--- src/rtl/tdm_demux.sv ---
// tdm_demux: round-robin time-division demultiplexer.
// One valid/ready word stream is dealt out to N_LANES one-entry lane registers,
// strictly in lane order 0,1,...,N_LANES-1,0,... Each lane has its own
// valid/ready output handshake. A full target lane stalls the input; the
// block never skips ahead to a free lane.
module tdm_demux #(
  parameter  int N_LANES = 4,
  parameter  int WIDTH   = 8,
  localparam int SEL_W   = (N_LANES > 1) ? $clog2(N_LANES) : 1
) (
  input  logic                     clk,
  input  logic                     rst,
  input  logic                     ena,
  input  logic [WIDTH-1:0]         in_data,
  input  logic                     in_valid,
  output logic                     in_ready,
  output logic [N_LANES*WIDTH-1:0] out_data,
  output logic [N_LANES-1:0]       out_valid,
  input  logic [N_LANES-1:0]       out_ready,
  output logic [SEL_W-1:0]         sel,
  output logic                     frame_done
);

  // Index of the last lane; the pointer wraps explicitly here so that lane
  // counts which are not a power of two never reach an unused pointer value.
  localparam logic [SEL_W-1:0] LAST_LANE = SEL_W'(N_LANES - 1);

  logic [SEL_W-1:0]   r_sel;
  logic               r_frame_done;

  // Per-lane decode: which lane the pointer targets, and whether that lane
  // can take a word this cycle (empty, or being drained right now).
  logic [N_LANES-1:0] w_lane_hit;
  logic [N_LANES-1:0] w_lane_open;
  logic [N_LANES-1:0] w_lane_load;
  logic               w_sel_open;
  logic               w_accept;
  logic               w_sel_last;

  // Only the pointed-to lane matters for input readiness.
  assign w_sel_open = |(w_lane_hit & w_lane_open);
  assign in_ready   = ena & w_sel_open;
  assign w_accept   = in_valid & in_ready;
  assign w_sel_last = (r_sel == LAST_LANE);

  genvar gi;
  generate
    for (gi = 0; gi < N_LANES; gi++) begin : g_lane
      logic [WIDTH-1:0] r_lane_data;
      logic             r_lane_valid;

      assign w_lane_hit[gi]  = (r_sel == SEL_W'(gi));
      assign w_lane_open[gi] = ~r_lane_valid | out_ready[gi];
      assign w_lane_load[gi] = w_accept & w_lane_hit[gi];

      // Lane holding register: a refill wins over a drain so a lane that is
      // drained and refilled in the same cycle stays valid with no bubble.
      // Data is left in place on drain; only a refill or reset changes it.
      always_ff @(posedge clk) begin
        if (rst) begin
          r_lane_data  <= '0;
          r_lane_valid <= 1'b0;
        end else if (w_lane_load[gi]) begin
          r_lane_data  <= in_data;
          r_lane_valid <= 1'b1;
        end else if (r_lane_valid && out_ready[gi]) begin
          r_lane_valid <= 1'b0;
        end
      end

      assign out_data[gi*WIDTH +: WIDTH] = r_lane_data;
      assign out_valid[gi]               = r_lane_valid;
    end
  endgenerate

  // Lane pointer and end-of-frame pulse; both advance only on an accepted word,
  // so ena=0 or in_valid=0 freezes the pointer and keeps frame_done low.
  always_ff @(posedge clk) begin
    if (rst) begin
      r_sel        <= '0;
      r_frame_done <= 1'b0;
    end else begin
      r_frame_done <= w_accept & w_sel_last;
      if (w_accept) begin
        r_sel <= w_sel_last ? '0 : r_sel + SEL_W'(1);
      end
    end
  end

  assign sel        = r_sel;
  assign frame_done = r_frame_done;

endmodule

--- config.mk ---
export PLATFORM = sky130hd
export DESIGN_NAME = tdm_demux
export DESIGN_NICKNAME = d
export VERILOG_FILES = /design/src/rtl/tdm_demux.sv
export SDC_FILE = /design/constraint.sdc
export NUM_CORES = 1
export LEC_CHECK = 0
export ABC_AREA = 1
export ABC_CLOCK_PERIOD_IN_PS = 4250
export BUFFER_PORTS_ARGS = -buffer_cell sky130_fd_sc_hd__buf_2
export CAP_MARGIN = 0
export CORE_ASPECT_RATIO = 0.9
export CORE_MARGIN = 3
export CORE_UTILIZATION = 35
export DETAILED_ROUTE_END_ITERATION = 16
export PLACE_DENSITY = 0.59
export SETUP_SLACK_MARGIN = 0.1
export SYNTH_ARGS = -nofsm -noshare
export SYNTH_HDL_FRONTEND = slang
export SYNTH_SLANG_ARGS = --single-unit
--- constraint.sdc ---
create_clock -name clk -period 4.25 [get_ports clk]
set_input_delay 0.85 -clock clk [delete_from_list [all_inputs] [get_ports clk]]
set_output_delay 0.85 -clock clk [all_outputs]
set_load 0.02 [all_outputs]
Yosys cells after proc, flatten, opt, wreduce, memory -nomap -nowiden
Cells that the tools add are included.
- output and inout bits: 40
- input bits: 16
- logic and storage cells: 48
- bits in registers: 39
- add/subtract/negate cells: 1
- muxes and demuxes: 9
- equality and inequality tests: 3
- bitwise operators: 15
- reductions and logical operators: 10
- operators with widths (cell ; count):
    2-to-1 mux 1 bit ; 8
    nonzero test 2 bit ; 4
    bitwise AND 1 bit ; 6
    bitwise AND 4 bit ; 1
    equality test 2 bit, second input constant ; 2
    logical AND 1 bit ; 4
    inverter 1 bit ; 4
    bitwise OR 1 bit ; 4
    OR reduction 4 bit ; 1
    adder 2 x 1 -> 2 bit, second input constant ; 1
    equality test 2 x 1 -> 1 bit, second input constant ; 1
    logical NOT 2 bit ; 1
    2-to-1 mux 2 bit ; 1

Depth between registers and ports, before layout
Gate-level depths: netlist of the first run.
- depth after elaboration: 8
- gate-level depth with buffers: 11
- mapped depth without buffers: 10

Least setup slack after synthesis of the first run
No wires, ideal clock.
- path type: input -> output
- start: input out_ready[1]
- end: output in_ready
- cell stages on the path: 5
- data arrival time: 1.320 ns
- path buffers: 0
- path slack: 2.080 ns
- data required time: 3.400 ns
- cells stage by stage: inv_1 > nand2_1 > nand2_1 > nand2_1 > o21a_1
- word-level cells in the longest chain between the ends: 4
- RTL lines (item ; line ; source):
    start: declaration ; 19 ; input logic [N_LANES-1:0] out_ready,
    bitwise OR 1 bit ; 53 ; assign w_lane_open[gi] = ~r_lane_valid | out_ready[gi];
    bitwise AND 4 bit ; 41 ; assign w_sel_open = |(w_lane_hit & w_lane_open);
    OR reduction 4 bit ; 41 ;
    bitwise AND 1 bit ; 42 ; assign in_ready = ena & w_sel_open;
    end: declaration ; 16 ; output logic in_ready,
Every way passes these cells.

Worst setup path in the final report of the first run
- start: register r_sel[0] (netlist: sel[0])
- end: output in_ready
- word-level cells in the longest chain between the ends: 4
- elaborated cells on any way between the ends: 7
- classes of those cells: eq/ne: 3; bitwise: 2; reduce/logical: 2
- RTL lines (item ; line ; source):
    start: declaration ; 28 ; logic [SEL_W-1:0] r_sel;
    start signal: assignment ; 85 ; r_sel <= w_sel_last ? '0 : r_sel + SEL_W'(1);
    equality test 2 x 1 -> 1 bit (tied with other cells) ; 52 ; assign w_lane_hit[gi] = (r_sel == SEL_W'(gi));
    bitwise AND 4 bit * ; 41 ;
    OR reduction 4 bit * ; 41 ;
    bitwise AND 1 bit * ; 42 ;
Every way passes the cells marked *; elsewhere a longest branch is shown, timed or not.

==> results of run 1 <==
[layout make-up]
cell class	count	share of cell area [%]
inverter	41	7.28
timing repair buffer	55	13.0
tap	65	3.85
clock buffer	6	3.43
multi-input combinational	161	35.5
sequential	39	36.9
[logic make-up (layout without fill, tap and decap cells)]
logic type	count (synthesis)	count (layout)
AND/OR/NAND/NOR	150	150
buffers and inverters	55	102
flip-flops	39	39
AO/OA/AOI/OAI	7	7
adder cells (fa/ha/maj)	4	4
[worst paths after layout]
path                     startpoint                       end  slack (ns)  cells after the start
max reg2reg                  sel[0]  g_lane[0].r_lane_data[5]        2.61                      9
max                          sel[0]                  in_ready        1.83                      6
min          g_lane[3].r_lane_valid    g_lane[3].r_lane_valid        0.50                      2
min reg2reg  g_lane[3].r_lane_valid    g_lane[3].r_lane_valid        0.50                      2
[critical path: cells and delay by family (launching register included)]
kind,cells,cell delay [ns]
buffers and inverters,2,0.25
adders and majority gates,1,0.25
DFF,1,0.43
AOI/OAI and AO/OA,1,0.22
and+or+nand+nor,2,0.15
[flip-flops by register name (all words and copies together), names as in the netlist]
signal / cells
g_lane.r_lane_valid: 4
frame_done: 1
sel: 2
g_lane.r_lane_data: 32
[metrics by stage]
step | hold WS (ns) | power (mW)
floorplan | 0.465 | 0.469
global route | 0.521 | 0.753
finish | 0.497 | 0.709
CTS | 0.499 | 0.724
global placement | 0.484 | 0.496
detailed placement | 0.488 | 0.496
[layer usage]
layer,GRT usage (%),wire (um)
met1,18.5,1920
met3,4.48,237
met2,19.8,1570
met5,0,0
met4,3.32,32
[power by group through the flow]
stage                     sequential [mW]  combinational, mW  clock [mW]
after floorplan                     0.407             0.0625           0
after global placement              0.393              0.102           0
after detailed placement            0.393              0.103           0
after CTS                           0.385              0.103       0.236
after global routing                0.386              0.115       0.252
final                               0.385              0.102       0.223
[cell usage after synthesis, drive strengths merged]
master  count  share of area, %
inv        41               8.5
nand3       3              0.83
nor2       66                14
nand2      77                17
nand4       4               4.7
ha          4               2.8
a21oi       6               1.7
dfxtp      39                43
buf        10               5.0
o21a        1              0.41
clkbuf      4               1.9
==> Implementation_results.wiki, run 1 <==
{| class="wikitable"
! Metric !! Value
|-
| Final setup TNS || 0 ns
|-
| Hold-fix buffers, CTS || 0
|-
| Number of antenna violations at the first check in global routing || 0
|-
| Worst path cell trace || inv_1, ha_1, nand2_1, nand2_1, o21a_1, buf_2
|-
| Setup WS pre-CTS || 1.83 ns
|-
| Number of synthesis warnings || 0
|-
| Delay of the slowest critical-path stage || 0.43 ns
|-
| Setup violators final || 0
|-
| Number of setup buffers added after CTS || 0
|-
| Count of buffers from port buffering || 55
|-
| Number of remaining DRC errors || 0
|-
| Total area of sequential cells || 781 sq um
|-
| Outcome || complete, no violations
|-
| Parity-gate share of the synthesized area counting xor and xnor cells || 0%
|-
| Diodes inserted || 0
|-
| DR WL/cell || 10.2 um
|-
| Worst path setup slack after routing || 1.83 ns
|-
| FILL cells || 536
|-
| Power per standard cell area || 335 nW/um^2
|-
| Share of the clock period used by the worst path || 57.0%
|-
| Number of buffers created by CTS || 5
|-
| Post-synthesis adder-cell area fraction || 2.76%
|-
| Library cell used as clock root buffer || sky130_fd_sc_hd__clkbuf_8
|-
| Clock tree skew after final layout || 0.00296 ns
|-
| Element type at the critical path start || flip-flop
|-
| Clock latency reported for the late side of the worst-skew pair || 0.28 ns
|-
| Proportion of total power due to net switching || 26.7%
|-
| RSZ-0062 raised after global routing || false
|-
| Total standard cell area after synthesis || 1810 sq um
|-
| Critical setup path kind || reg2out
|-
| Number of nets in the finished design || 323
|-
| Proportion of synthesized chip area in sequential cells || 43.1%
|-
| Number of gates given a new drive strength after cts || 0
|-
| Worst max-slew margin expressed relative to the limit || 33.6%
|-
| Crit Path Max Fanout || 6
|-
| Number of violations reported at the end of detailed-routing iteration 0 || 67
|-
| MaxCap Viol Count || 0
|-
| # H-tree levels || 2
|-
| Main combinational cell family by area after synthesis || simple AND/OR/NAND/NOR gates
|-
| Worst VDD drop || 0.126 mV
|-
| Maximum buffer depth of the clock tree || 2
|-
| Switching Power || 0.190 mW
|-
| Type of element capturing the critical path || primary output
|-
| GPL Wtd Cong || 0.708
|-
| Signal arrival time at the worst endpoint || 1.57 ns
|-
| First-pass GRT wire length || 6190 um
|-
| Highest-count cells in the layout ignoring fill and taps || sky130_fd_sc_hd__nand2_1, sky130_fd_sc_hd__nor2_1, sky130_fd_sc_hd__buf_2, sky130_fd_sc_hd__inv_1, sky130_fd_sc_hd__dfxtp_1
|-
| Register bit total from synthesis || 39
|-
| Fraction of final layout cells with drive strength greater than 1 || 23.5%
|-
| Most frequent standard cell in the layout excluding fill and tap cells || sky130_fd_sc_hd__nand2_1
|-
| Overall die area || 6070 sq um
|-
| Mean Syn Cell Area || 7.10 sq um
|-
| DRT antenna net count || 0
|-
| Unique cell type count in the Yosys netlist || 16
|-
| Internal Power || 0.520 mW
|-
| Starting utilization of the core area || 36.8%
|-
| Min Clock Period, post-route || 2.42 ns
|-
| X dimension of the die || 81.8 um
|-
| Wire length reported by the detailed router || 3760 um
|-
| Count of standard-cell rows || 24
|-
| Total Routing Usage GR || 13.3%
|-
| Area after detailed placement || 2040 sq um
|-
| Net Count, Synth || 275
|-
| Count of pins over their slew limit || 0
|-
| CTS tree || yes
|-
| Sink Count || 39
|-
| Post-synthesis compound-gate area fraction || 2.07%
|-
| Basic-gate share of the synthesized area counting and, or, nand and nor cells || 36.6%
|-
| Leakage component of the power || 1.22 nW
|-
| Final hold violation count || 0
|-
| Half-perimeter wire length after detailed placement || 2660 um
|-
| Vert. Die Dim || 74.2 um
|-
| WP data required || 3.40 ns
|-
| Number of cells in the finished layout apart from fillers || 367
|-
| Non-Filler Cell Area, Final || 2110 sq um
|-
| Part of the power in combinational logic || 14.3%
|-
| IO Count || 56
|-
| Vias in the first global route || 1340
|-
| Number of iterations in the first detailed-routing pass || 4
|-
| Crit path top cell by count || sky130_fd_sc_hd__nand2_1
|-
| Number of cells in the design after placement || 361
|-
| Via/cell ratio || 4.09
|-
| Cell count after synthesis || 255
|-
| Area occupied by multi-input gates || 751 sq um
|-
| Maximum frequency from static timing analysis || 0.412 GHz
|-
| Placeable Area || 4920 sq um
|-
| Part of the power in registers || 54.3%
|-
| Power share of the clock group || 31.4%
|-
| Transition time at the pin with the least slew margin || 0.995 ns
|-
| Crit path max-delay cell type || sky130_fd_sc_hd__dfxtp_1
|-
| Class of the worst hold path || reg2reg
|-
| Count of vias placed by the detailed router || 1500
|-
| Clock slew at the register clock pins of the worst setup and hold paths || 0.07 ns
|-
| Maximum number of pins on one net before global-route repair || 33
|-
| Mux contribution to synthesized area || 0%
|-
| Fin util || 42.9%
|-
| Sum of overflow across all layers after global routing || 0
|-
| Synth-to-layout area growth || 16.8%
|}
Note: power is estimated with default switching activity, not from simulation.
==> run 2, diff against run 1 <==
--- a/config.mk
+++ b/config.mk
@@ -6,14 +6,14 @@
 export NUM_CORES = 1
 export LEC_CHECK = 0
 export ABC_AREA = 1
-export ABC_CLOCK_PERIOD_IN_PS = 4250
+export ABC_CLOCK_PERIOD_IN_PS = 2210
 export BUFFER_PORTS_ARGS = -buffer_cell sky130_fd_sc_hd__buf_2
 export CAP_MARGIN = 0
 export CORE_ASPECT_RATIO = 0.9
 export CORE_MARGIN = 3
 export CORE_UTILIZATION = 35
 export DETAILED_ROUTE_END_ITERATION = 16
-export PLACE_DENSITY = 0.59
+export PLACE_DENSITY = 0.61
 export SETUP_SLACK_MARGIN = 0.1
 export SYNTH_ARGS = -nofsm -noshare
 export SYNTH_HDL_FRONTEND = slang
==> constraint.sdc (replaced) <==
create_clock -name clk -period 2.21 [get_ports clk]
set_input_delay 0.442 -clock clk [delete_from_list [all_inputs] [get_ports clk]]
set_output_delay 0.442 -clock clk [all_outputs]
set_load 0.02 [all_outputs]
==> Implementation_results.wiki, run 2 (same netlist as run 1, synthesis figures left out) <==
{| class="wikitable"
! Metric !! Value
|-
| Outcome || complete, no violations
|-
| Number of iterations in the first detailed-routing pass || 4 (unchanged)
|-
| Largest register FFs || 32 (unchanged)
|-
| Critical setup path kind || reg2out
|-
| Delay of the slowest critical-path stage || 0.40 ns (-0.03 ns)
|-
| Proportion of total power due to net switching || 26.0% (-0.72 points)
|-
| Kind of cell adding the most delay to the critical path || flip-flops
|-
| DR WL/cell || 10.2 um (-0.39%)
|-
| Crit path top cell by count || sky130_fd_sc_hd__nand2_1
|-
| Vert. Die Dim || 74.2 um (unchanged)
|-
| Class of the worst hold path || in2reg
|-
| Highest-count cells in the layout ignoring fill and taps || sky130_fd_sc_hd__nand2_1, sky130_fd_sc_hd__nor2_1, sky130_fd_sc_hd__buf_2, sky130_fd_sc_hd__inv_1, sky130_fd_sc_hd__dfxtp_1
|-
| Critical hold path startpoint || rst
|-
| Count of standard-cell rows || 24 (unchanged)
|-
| CTS tree || yes
|-
| Min Clock Period, post-route || 1.96 ns
|-
| Hold-fix buffers, CTS || 0 (unchanged)
|-
| Synth-to-layout area growth || 18.8%
|-
| Clock latency reported for the late side of the worst-skew pair || 0.28 ns (about the same)
|-
| FF-to-FF Start || sel[1]
|-
| Number of violations reported at the end of detailed-routing iteration 0 || 46 (-31%)
|-
| Wire length reported by the detailed router || 3780 um (+0.43%)
|-
| Worst max-slew margin expressed relative to the limit || 77.2% (+44 points)
|-
| Number of cells in the design after placement || 362 (+0.28%)
|-
| Fraction of final layout cells with drive strength greater than 1 || 24.6% (+1.1 points)
|-
| Worst VDD drop || 0.438 mV (+250%)
|-
| X dimension of the die || 81.8 um (unchanged)
|-
| Switching Power || 0.378 mW (+99%)
|-
| Signal arrival time at the worst endpoint || 1.52 ns (-0.05 ns)
|-
| Half-perimeter wire length after detailed placement || 2710 um (+1.8%)
|-
| Count of pins over their slew limit || 0 (unchanged)
|-
| Number of buffers created by CTS || 5 (unchanged)
|-
| DRT antenna net count || 0 (unchanged)
|-
| Area after detailed placement || 2050 sq um (+0.37%)
|-
| Register with the highest flop count || g_lane.r_lane_data
|-
| Placeable Area || 4920 sq um (unchanged)
|-
| Number of remaining DRC errors || 0 (unchanged)
|-
| Number of setup buffers added after CTS || 0 (unchanged)
|-
| WP data required || 1.77 ns (-1.63 ns)
|-
| Cell count along the critical path || 6 (unchanged)
|-
| Power per standard cell area || 676 nW/um^2 (+100%)
|-
| Total Routing Usage GR || 13.1% (-0.19 points)
|-
| Source of the critical timing path || sel[1]
|-
| Maximum frequency from static timing analysis || 0.511 GHz
|-
| Crit Path Max Fanout || 5 (-1)
|-
| Via/cell ratio || 4.06 (-0.55%)
|-
| CP bufs+invs || 2 (unchanged)
|-
| Power share of the clock group || 35.5% (+4.1 points)
|-
| Sum of overflow across all layers after global routing || 0 (unchanged)
|-
| Share of the clock period used by the worst path || 88.6%
|-
| Most frequent standard cell in the layout excluding fill and tap cells || sky130_fd_sc_hd__nand2_1
|-
| Worst path cell trace || inv_1, ha_1, nand2_1, nand2_1, o21a_1, buf_2
|-
| Transition time at the pin with the least slew margin || 0.342 ns (-0.653 ns)
|-
| Number of nets in the finished design || 324 (+0.31%)
|-
| # H-tree levels || 2 (unchanged)
|-
| Overall die area || 6070 sq um (unchanged)
|-
| Starting utilization of the core area || 36.8% (unchanged)
|-
| Count of buffers from port buffering || 55 (unchanged)
|-
| Non-Filler Cell Area, Final || 2150 sq um (+1.7%)
|-
| Maximum number of pins on one net before global-route repair || 33 (unchanged)
|-
| Hold path cells || 2 (unchanged)
|-
| RSZ-0062 raised after global routing || false
|-
| Part of the power in registers || 50.9% (-3.4 points)
|-
| Setup violators final || 0 (unchanged)
|-
| IO Count || 56 (unchanged)
|-
| Number of cell instances on the worst register-to-register path || 8 (-1)
|-
| Final hold violation count || 0 (unchanged)
|-
| GPL Wtd Cong || 0.734 (+3.6%)
|-
| Leakage component of the power || 1.24 nW (+1.6%)
|-
| Number of cells in the finished layout apart from fillers || 370 (+0.82%)
|-
| Vias in the first global route || 1270 (-5.2%)
|-
| Final setup TNS || 0 ns (unchanged)
|-
| Sink Count || 39 (unchanged)
|-
| Type of element capturing the critical path || primary output
|-
| Library cell used as clock root buffer || sky130_fd_sc_hd__clkbuf_8
|-
| Element type at the critical path start || flip-flop
|-
| MaxCap Viol Count || 0 (unchanged)
|-
| Part of the power in combinational logic || 13.6% (-0.7 points)
|-
| Count of vias placed by the detailed router || 1504 (+0.27%)
|-
| Clock slew at the register clock pins of the worst setup and hold paths || 0.07 ns (about the same)
|-
| Clock tree skew after final layout || 0.00101 ns (-0.00195 ns)
|-
| Maximum buffer depth of the clock tree || 2 (unchanged)
|-
| Crit path max-delay cell type || sky130_fd_sc_hd__dfxtp_1
|-
| Internal Power || 1.08 mW (+110%)
|-
| Number of antenna violations at the first check in global routing || 0 (unchanged)
|-
| Diodes inserted || 0 (unchanged)
|-
| First-pass GRT wire length || 6030 um (-2.6%)
|}
## run 2: changes by cell type in the layout (fill, tap and decap cells not counted)
cell and delta:
sky130_fd_sc_hd__buf_4 +1, sky130_fd_sc_hd__clkbuf_8 +2, sky130_fd_sc_hd__dfxtp_1 -1, sky130_fd_sc_hd__dfxtp_2 +1
## run 2: cell type report
type,instances,area [sq um]
tap,65,81.3
inverter,41,154
fill,532,2770
timing repair buffer,56,283
clock buffer,8,100
sequential,39,782
multi-input combinational,161,751
## run 2: what timing repair did
| item | 4_1_cts | 5_1_grt |
|---|---|---|
| setup endpoints to repair | 0 | 1 |
| gates resized for setup | 0 | 1 |
| hold endpoints to repair | 0 | 0 |
## run 2: worst paths after layout
| path | end | slack, ns |
|---|---|---|
| worst max-delay path | in_ready | 0.25 |
| worst min-delay path | sel[0] | 0.42 |
| worst max register to register | g_lane[1].r_lane_data[1] | 0.60 |
| worst min register to register | g_lane[3].r_lane_valid | 0.50 |
## run 2: power groups by stage
stage                     combinational, mW  sequential [mW]  clock [mW]
after floorplan                       0.120            0.782           0
after global placement                0.198            0.756           0
after detailed placement              0.200            0.756           0
after CTS                             0.201            0.739       0.534
after global routing                  0.223            0.742       0.566
final                                 0.198            0.739       0.516
## run 2: stage by stage
step / utilization (%) / total power, mW / hold WS, ns / setup WS (ns)
final: 43.7 / 1.45 / 0.424 / 0.251
after global routing: 43.7 / 1.53 / 0.428 / 0.121
after CTS: 43.6 / 1.47 / 0.427 / 0.191
after detailed placement: 41.6 / 0.955 / 0.486 / 0.506
after global placement: 41.6 / 0.954 / 0.486 / 0.538
after floorplan: - / 0.902 / 0.465 / 0.527
## run 2: routing by layer
layer	vias up	share of wire (%)	track usage (%)
li1	833	-	-
met2	33	42	18.7
met4	0	0.77	3.87
met5	-	0	0
met3	5	5.5	4.48
met1	633	52	18.6
## run 2: worst reg2reg max path, delay by kind of cell (launching register included)
family        cells  cell delay, ns
simple gates      6            0.78
buf+inv           1            0.06
fa+ha+maj         1            0.27
flops             1            0.40
